**src/rtl/add_err_pkg.sv**
```systemverilog
// Shared types and width helpers for the approximate-adder error sweeper.
package add_err_pkg;

    typedef enum logic [1:0] {
        S_IDLE  = 2'd0,
        S_SWEEP = 2'd1,
        S_DRAIN = 2'd2,
        S_DONE  = 2'd3
    } sweep_state_t;

    function automatic int unsigned abs_w(input int unsigned w);
        return w + 1;
    endfunction

    function automatic int unsigned sq_w(input int unsigned w);
        return 2 * w + 2;
    endfunction

    function automatic int unsigned sum_abs_w(input int unsigned w);
        return 3 * w + 1;
    endfunction

    function automatic int unsigned sum_sq_w(input int unsigned w);
        return 4 * w + 2;
    endfunction

    function automatic int unsigned cnt_w(input int unsigned w);
        return 2 * w + 1;
    endfunction

endpackage

```
**src/rtl/add_err_stage.sv**
```systemverilog
// Two-stage error pipeline: S1 captures operands, exact and approximate sums;
// S2 produces absolute and squared error, carrying the operands for worst-case tracking.
module add_err_stage
    import add_err_pkg::*;
#(
    parameter int unsigned W = 8
) (
    input  logic                   clk,
    input  logic                   rst,
    input  logic                   in_valid,
    input  logic [W-1:0]           a,
    input  logic [W-1:0]           b,
    input  logic [abs_w(W)-1:0]    approx_sum,
    output logic                   valid,
    output logic [abs_w(W)-1:0]    abs_err,
    output logic [sq_w(W)-1:0]     sq_err,
    output logic [W-1:0]           err_a,
    output logic [W-1:0]           err_b
);

    localparam int unsigned AW = abs_w(W);
    localparam int unsigned SW = sq_w(W);

    logic          s1_valid;
    logic [AW-1:0] s1_approx;
    logic [AW-1:0] s1_exact;
    logic [W-1:0]  s1_a;
    logic [W-1:0]  s1_b;
    logic [AW-1:0] abs_c;

    // S1: sample the adder under test together with the exact reference
    always_ff @(posedge clk or posedge rst) begin
        if (rst) begin
            s1_valid  <= 1'b0;
            s1_approx <= '0;
            s1_exact  <= '0;
            s1_a      <= '0;
            s1_b      <= '0;
        end else begin
            s1_valid  <= in_valid;
            s1_approx <= approx_sum;
            s1_exact  <= AW'(a) + AW'(b);
            s1_a      <= a;
            s1_b      <= b;
        end
    end

    always_comb begin
        abs_c = '0;
        if (s1_approx >= s1_exact) begin
            abs_c = s1_approx - s1_exact;
        end else begin
            abs_c = s1_exact - s1_approx;
        end
    end

    // S2: magnitude and square; the square of a (W+1)-bit value fits 2W+2 bits
    always_ff @(posedge clk or posedge rst) begin
        if (rst) begin
            valid   <= 1'b0;
            abs_err <= '0;
            sq_err  <= '0;
            err_a   <= '0;
            err_b   <= '0;
        end else begin
            valid   <= s1_valid;
            abs_err <= abs_c;
            sq_err  <= SW'(abs_c) * SW'(abs_c);
            err_a   <= s1_a;
            err_b   <= s1_b;
        end
    end

endmodule

```
**src/rtl/add8u_err_sweeper.sv**
```systemverilog
// Exhaustive error sweeper: walks every operand pair through an external
// approximate adder and accumulates MAE/MSE numerators, worst case and error count.
module add8u_err_sweeper
    import add_err_pkg::*;
#(
    parameter int unsigned W = 8
) (
    input  logic                     clk,
    input  logic                     rst,
    input  logic                     start,
    output logic [W-1:0]             op_a,
    output logic [W-1:0]             op_b,
    input  logic [abs_w(W)-1:0]      approx_sum,
    output logic                     busy,
    output logic                     done,
    output logic [sum_abs_w(W)-1:0]  sum_abs_err,
    output logic [sum_sq_w(W)-1:0]   sum_sq_err,
    output logic [abs_w(W)-1:0]      max_err,
    output logic [cnt_w(W)-1:0]      err_cnt,
    output logic [W-1:0]             wce_a,
    output logic [W-1:0]             wce_b
);

    localparam int unsigned IW  = 2 * W;
    localparam int unsigned AW  = abs_w(W);
    localparam int unsigned SW  = sq_w(W);
    localparam int unsigned SAW = sum_abs_w(W);
    localparam int unsigned SSW = sum_sq_w(W);
    localparam int unsigned CW  = cnt_w(W);

    sweep_state_t  state;
    logic [IW-1:0] idx;
    logic          drain_cnt;
    logic          accept_c;
    logic          last_c;

    logic          s2_valid;
    logic [AW-1:0] s2_abs;
    logic [SW-1:0] s2_sq;
    logic [W-1:0]  s2_a;
    logic [W-1:0]  s2_b;

    assign accept_c = start && ((state == S_IDLE) || (state == S_DONE));
    assign last_c   = (idx == {IW{1'b1}});

    // op_b is the low half so it varies fastest
    assign op_a = idx[IW-1:W];
    assign op_b = idx[W-1:0];

    // Sequencer; busy/done follow the state by one edge
    always_ff @(posedge clk or posedge rst) begin
        if (rst) begin
            state     <= S_IDLE;
            idx       <= '0;
            drain_cnt <= 1'b0;
            busy      <= 1'b0;
            done      <= 1'b0;
        end else begin
            busy <= (state == S_SWEEP) || (state == S_DRAIN);
            done <= (state == S_DONE);
            case (state)
                S_IDLE, S_DONE: begin
                    if (start) begin
                        state <= S_SWEEP;
                        idx   <= '0;
                    end
                end
                S_SWEEP: begin
                    if (last_c) begin
                        state     <= S_DRAIN;
                        drain_cnt <= 1'b0;
                    end else begin
                        idx <= idx + IW'(1);
                    end
                end
                S_DRAIN: begin
                    if (drain_cnt) begin
                        state <= S_DONE;
                    end else begin
                        drain_cnt <= 1'b1;
                    end
                end
                default: state <= S_IDLE;
            endcase
        end
    end

    add_err_stage #(
        .W(W)
    ) u_stage (
        .clk        (clk),
        .rst        (rst),
        .in_valid   (state == S_SWEEP),
        .a          (op_a),
        .b          (op_b),
        .approx_sum (approx_sum),
        .valid      (s2_valid),
        .abs_err    (s2_abs),
        .sq_err     (s2_sq),
        .err_a      (s2_a),
        .err_b      (s2_b)
    );

    // Accumulators and worst-case tracker; strict compare keeps the earliest tie
    always_ff @(posedge clk or posedge rst) begin
        if (rst) begin
            sum_abs_err <= '0;
            sum_sq_err  <= '0;
            err_cnt     <= '0;
            max_err     <= '0;
            wce_a       <= '0;
            wce_b       <= '0;
        end else if (accept_c) begin
            sum_abs_err <= '0;
            sum_sq_err  <= '0;
            err_cnt     <= '0;
            max_err     <= '0;
            wce_a       <= '0;
            wce_b       <= '0;
        end else if (s2_valid) begin
            sum_abs_err <= sum_abs_err + SAW'(s2_abs);
            sum_sq_err  <= sum_sq_err + SSW'(s2_sq);
            if (s2_abs != '0) begin
                err_cnt <= err_cnt + CW'(1);
            end
            if (s2_abs > max_err) begin
                max_err <= s2_abs;
                wce_a   <= s2_a;
                wce_b   <= s2_b;
            end
        end
    end

endmodule

```
**config.mk**
```make
export PLATFORM = sky130hd
export DESIGN_NAME = add8u_err_sweeper
export DESIGN_NICKNAME = d
export VERILOG_FILES = /design/src/rtl/add_err_pkg.sv /design/src/rtl/add_err_stage.sv /design/src/rtl/add8u_err_sweeper.sv
export SDC_FILE = /design/constraint.sdc
export NUM_CORES = 1
export LEC_CHECK = 0
export ABC_AREA = 0
export CAP_MARGIN = 20
export CORE_AREA = 2 2 225 116
export DETAILED_ROUTE_END_ITERATION = 6
export DIE_AREA = 0 0 227 118
export GPL_ROUTABILITY_DRIVEN = 0
export PLACE_DENSITY = 0.83
export SKIP_LAST_GASP = 1
export SLEW_MARGIN = 10
export SYNTH_ARGS = -nofsm -noshare
export SYNTH_HDL_FRONTEND = slang
export SYNTH_SLANG_ARGS = --single-unit
```
**constraint.sdc**
```tcl
create_clock -name clk -period 8.5 [get_ports clk]
set_input_delay 2.55 -clock clk [delete_from_list [all_inputs] [get_ports clk]]
set_output_delay 2.55 -clock clk [all_outputs]
set_load 0.01 [all_outputs]
```
Word level (Yosys, flattened, before mapping):

Cells that the tools add are included.

* register bits after elaboration: 201
* bits of input ports: 12
* output and inout bits: 119
* word-level logic and storage cells: 81

* add/sub/neg operators: 7
* multiply operators: 1
* order comparisons: 2
* equal/unequal tests: 8
* multiplexer cells: 26
* reductions and logical operators: 16

Operators with widths (count)
* $mux W34: 2
* $mux W17: 3
* $mux W25: 2
* $mux W8: 6
* $mux W9: 4
* $add A34 B18 Y34: 1
* $mux W16: 2
* $pmux W16 S2: 1
* $add A25 B9 Y25: 1
* $mul A9 B9 Y18: 1
* $sub A9 B9 Y9: 2
* $add A17 B1 Y17 const B: 1
* $add A16 B1 Y16 const B: 1
* $eq A16 B16 Y1 const B: 1
* $reduce_bool A2 Y1: 5
* $add A8 B8 Y9: 1
* $ge A9 B9 Y1: 1
* $gt A9 B9 Y1: 1
* $reduce_bool A9 Y1: 1
* $ne A2 B2 Y1 const B: 4
* $mux W2: 3
* $pmux W2 S3: 1
* $reduce_and A2 Y1: 3
* $reduce_and A3 Y1: 2
* other kinds (8): 10

Logic depth before layout (Yosys ltp):

* depth in word-level cells: 5
* mapped depth: 30
* depth with buffers taken out: 30

Modules after synthesis:

From an unflattened synthesis, not the netlist that was laid out.

* cells, all modules: 1237
* area, all modules: 12122.9 sq um

Modules (own cells, without submodules)
* add8u_err_sweeper: times used 1, cells an instance 771, area each 7156.9 sq um
* add_err_stage: times used 1, cells an instance 466, area each 4966.0 sq um

Least setup slack after synthesis:

OpenSTA, ideal clock, no wires.

* kind: register to register
* start: register u_stage.s1_exact[0]
* end: register u_stage.sq_err[17]
* library setup time: 79 ps
* data arrival time: 6224 ps
* required time: 8421 ps
* slack: 2197 ps
* stages on the path, launching flop included: 29
* buffers on the path: 1
* period minus slack after synthesis: 6303 ps
* path through: dfrtp_1 inv_1 ha_1 inv_1 fa_1 a21o_1 a21oi_1 o21ai_0 nor3_1 o21ai_0 and2_0 buf_2 nor2_1 inv_1 fa_1 inv_1 fa_1 inv_1 fa_1 fa_1 inv_1 ha_1 inv_1 o21ai_0 a31oi_1 o21bai_1 a2111oi_0 o41a_1 xor2_1

* word-level cells in the longest chain between the ends: 3
* elaborated cells between the ends (all ways): 5

RTL lines
* start, declared: RTL line add_err_stage.sv:26 `logic [AW-1:0] s1_exact;`
* start signal, assigned: RTL line add_err_stage.sv:42 `s1_exact <= AW'(a) + AW'(b);`
* $sub A9 B9 Y9 (tied with other cells): RTL line add_err_stage.sv:53 `abs_c = s1_exact - s1_approx;`
* $mux W9 *: RTL line add_err_stage.sv:50 `if (s1_approx >= s1_exact) begin`
* $mul A9 B9 Y18 *: RTL line add_err_stage.sv:68 `sq_err <= SW'(abs_c) * SW'(abs_c);`
* end signal, assigned: RTL line add_err_stage.sv:68
* end, declared: RTL line add_err_stage.sv:16 `output logic [sq_w(W)-1:0] sq_err,`

Mark *: on every way between the ends. The rest lies on a longest branch, timed or not.
A chain may end at the register's enable or synchronous reset.

Worst setup path after layout:

* start: register u_stage.s1_exact[2]
* end: register u_stage.sq_err[17]

* word-level cells in the longest chain between the ends: 3
* elaborated cells between the ends (all ways): 5

RTL lines
* $sub A9 B9 Y9 (tied with other cells): RTL line add_err_stage.sv:53
* $mux W9 *: RTL line add_err_stage.sv:50
* net u_stage.abs_c[4]: RTL line add_err_stage.sv:29 `logic [AW-1:0] abs_c;`
* $mul A9 B9 Y18 *: RTL line add_err_stage.sv:68

Mark *: on every way through the listed nets, which the timed path passes. The rest lies on a longest branch.

==> impl.org <==
** Status
- The run finished with clean final reports.

** Routing
- Vias post-DR :: 9527
- The first detailed-routing pass took 6 iterations.
- Iteration-0 DRC Markers :: 1033
- Total wire length :: 29.63 mm
- After detailed routing, the number of remaining DRC violations is 0.
- Routed WL per cell :: 17.14 um
- In this run the remaining antenna-violating nets after routing total 0.
- DR vias/cell :: 5.513

** Synth
- Number of synthesized flops with an enable pin :: 0
- Post-synth ARST share :: 100.0%
- Flop and latch count out of synthesis :: 199
- During synthesis, Yosys emitted a total of 0 warnings.
- Mean instance size in the synthesized netlist :: 9.803 um2
- The synthesized netlist occupies a cell area of 0.01224 mm2.
- Of the synthesized area, sequential elements account for 40.67%.
- The netlist uses 81 different library cells.
- Dominant register cell in the synthesized netlist :: dfrtp_1
- Counting every instance in the synthesized netlist gives 1249.
- The number of nets in the synthesized netlist is 1400.

** Run
- Max-cap violations in this run came to 0.

** Cells and area
- Final std cell area, no fill :: 0.01451 mm2
- Fraction of layout instances using a drive strength above 1 :: 5.780%
- Net count reported at finish :: 1522
- Syn-to-layout area delta :: 18.51%
- The top cell types in the final layout, fill and taps aside, are dfrtp_1 (199), nor2_1 (147), clkdlybuf4s50_1 (130), inv_1 (129), ha_1 (102).
- Leaving out fill and tap cells, the most frequent cell in the layout is dfrtp_1.
- The number of antenna diodes in the final layout is 0.

** Power and ir drop
- In this run the power density over the cells is 442.6 mW/mm2.
- IR analysis of the VDD net gives a maximum drop of 0.0004177 V.
- Static leakage power :: 6.868 nW

** Floorplan
- Floorplan die width :: 227 um
- Row generation in the floorplan step produced 41 rows.
- The die is 118 um tall.
- The initial utilization of the core area, before any placement, comes to 49.31%.
- The die covers 0.02679 mm2.
- Core Region :: 0.02483 mm2
- During I/O placement, the number of pins put on the boundary was 131.

** Placed design
- Port buffering added 130 buffers.
- Area after DPL :: 0.01389 mm2
- After legalization and detailed placement, the total HPWL measured 22.13 mm.

** Worst setup path
- Data on the critical path is required at its endpoint by 8.87 ns.
- Maximum fanout along the worst path :: 11
- STA puts the critical path data arrival time at 7.59 ns.
- Startpoint of the worst setup timing path :: u_stage.s1_exact[2]$_DFF_PP0_
- Critical path's most frequent cell :: inv_1
- Slowest CP cell :: fa_1
- By startpoint and endpoint, the worst setup path is classified as reg -> reg.
- The largest single stage delay on the critical path is 0.58 ns.
- Worst setup SP type :: register
- Startpoint of the most critical register-to-register path :: u_stage.s1_exact[2]$_DFF_PP0_
- The worst setup path is captured at a register.

** Clock network
- TritonCTS clock tree :: yes
- Count of clock tree sinks :: 199
- Clock-pin slew was measured on the worst setup and hold paths at 0.07 ns.
- Total of hold buffers inserted after clock tree synthesis :: 0
- Clock tree synthesis inserted a total of 17 buffers.
- # H-tree levels :: 4
- Maximum buffer depth of the clock tree :: 2
- Resized cells post-CTS :: 0
- Cell at the root of the clock tree :: clkbuf_16
- Setup fix buffers added after clock tree synthesis :: 0
- At the later pin of the worst-skew pair, clock insertion delay measures 0.45 ns.

** GRT
- Total gr overflow :: 0
- Antenna violations before repair :: 0
- Global-route usage over all layers :: 23.12%
- Number of global-route vias before repair :: 9136
- The first global-routing pass estimated 48.53 mm of wire.
- Largest net degree at the start of global routing :: 145

** Timing
- For the final routed database, the setup TNS stands at 0 ns.
- For the finished layout, the period the worst path requires is 7.221 ns.
- Highest achievable clock rate :: 138.5 MHz
- Max Transition Viols Final :: 0
- Setup repair after global routing left no endpoint under its margin.
- Worst Tran Pin Value :: 0.9927 ns
- For the final database, setup skew stands at 0.01224 ns.
- The final number of hold-violating endpoints is 0.
- Worst-case headroom to the max-slew limit :: 33.57%
- Final number of setup-violating endpoints :: 0
- The worst path uses 84.95% of the clock period.

** Worst hold path
- The startpoint identified for the worst hold timing path is u_stage.s1_a[1]$_DFF_PP0_.
- Class of the worst hold path :: reg -> reg
==> state kept, by name, indices dropped and copies added, names as in the netlist, 9 cells and up <==
register,flops
sum_abs_err,25
u_stage.sq_err,16
u_stage.s1_approx,9
sum_sq_err,34
u_stage.abs_err,9
err_cnt,17
idx,16
max_err,9
u_stage.s1_exact,9
==> worst max-delay path, delay by kind of cell (launching register included) <==
kind                       cells  cell delay, ns
adders and majority gates      6            2.68
AOI/OAI and AO/OA             10            2.39
xor gates and xnor gates       2            0.62
buffers and inverters          4            0.44
and+or+nand+nor                2            0.39
DFF                            1            0.36
muxes                          1            0.24
==> area by class of cell <==
class / instances / area [um2]
fillers: 2059 / 10320
multi-input cells: 882 / 6619
flip-flops and latches: 199 / 4980
repair buffers: 137 / 1354
inverters: 134 / 511.7
clock buffers: 22 / 484.2
well taps: 344 / 430.4
clock inverters: 10 / 131.4
==> routing by layer <==
metal	track usage, %	share of wire (%)
met5	0	0
met2	34.69	44
met4	5.474	1.2
met1	34.17	47
met3	4.868	7.3
==> Yosys cell counts (6+ instances only) <==
| cell type | n | share of area (%) |
|---|---|---|
| nand4_1 | 14 | 0.72 |
| nor2_1 | 147 | 4.5 |
| o21ai_2 | 8 | 0.57 |
| nand3_1 | 30 | 1.2 |
| nand2_1 | 72 | 2.2 |
| ha_1 | 102 | 10 |
| clkbuf_1 | 20 | 0.61 |
| a21o_1 | 15 | 0.92 |
| and2_1 | 10 | 0.51 |
| or3_1 | 26 | 1.3 |
| nor3_1 | 30 | 1.2 |
| nand2b_1 | 10 | 0.51 |
| xor2_1 | 23 | 1.6 |
| inv_1 | 130 | 4.0 |
| and3_1 | 8 | 0.41 |
| fa_1 | 37 | 6.0 |
| xnor2_1 | 46 | 3.3 |
| dfrtp_1 | 199 | 41 |
| a21oi_1 | 68 | 2.8 |
| a21oi_2 | 8 | 0.57 |
| mux2i_1 | 51 | 4.2 |
| nor2b_1 | 16 | 0.82 |
| a21boi_0 | 8 | 0.49 |
| buf_2 | 6 | 0.25 |
| o211ai_1 | 6 | 0.37 |
| o21a_1 | 16 | 0.98 |
| o21ai_0 | 51 | 2.1 |
==> logic make-up after synthesis <==
family	share of synthesized area, %
AOI/OAI and AO/OA	12.93
xor gates and xnor gates	5.426
adders and majority gates	16.47
buffers and inverters	5.324
DFF	40.67
muxes	4.466
and+or+nand+nor	14.72
==> power breakdown <==
group	leakage (nW)	total [mW]	switching, mW	internal (mW)
clock	0.300	0.845	0.373	0.472
sequential	2.65	1.33	0.161	1.17
combinational	3.91	4.25	2.48	1.77
total	6.87	6.42	3.01	3.41
==> per-stage QoR <==
stage | cells | total power [mW] | hold slack [ns] | setup slack, ns | util [%]
2_1_floorplan | 1249 | 4.364 | 0.3312 | 0.5243 | -
3_3_place_gp | 1695 | 5.324 | 0.3339 | 1.706 | 55.93
3_5_place_dp | 1695 | 5.504 | 0.3347 | 1.428 | 55.93
4_1_cts | 1727 | 6.417 | 0.3510 | 1.368 | 58.41
5_1_grt | 1728 | 7.021 | 0.3576 | 0.7178 | 58.44
6_report | 1728 | 6.422 | 0.3495 | 1.279 | 58.44
==> final timing paths <==
path	endpoint	slack, ns	depth (start not counted)
worst max-delay path	u_stage.sq_err[17]$_DFF_PP0_	1.28	25
worst min-delay path	u_stage.err_a[1]$_DFF_PP0_	0.35	0
worst max register to register	u_stage.sq_err[17]$_DFF_PP0_	1.28	25
worst min register to register	u_stage.err_a[1]$_DFF_PP0_	0.35	0
max in group asynchronous	sum_sq_err[11]$_DFFE_PP0P_	4.47	3
min in group asynchronous	wce_b[4]$_DFFE_PP0P_	2.74	2
Power figures use the tool's default switching activity.
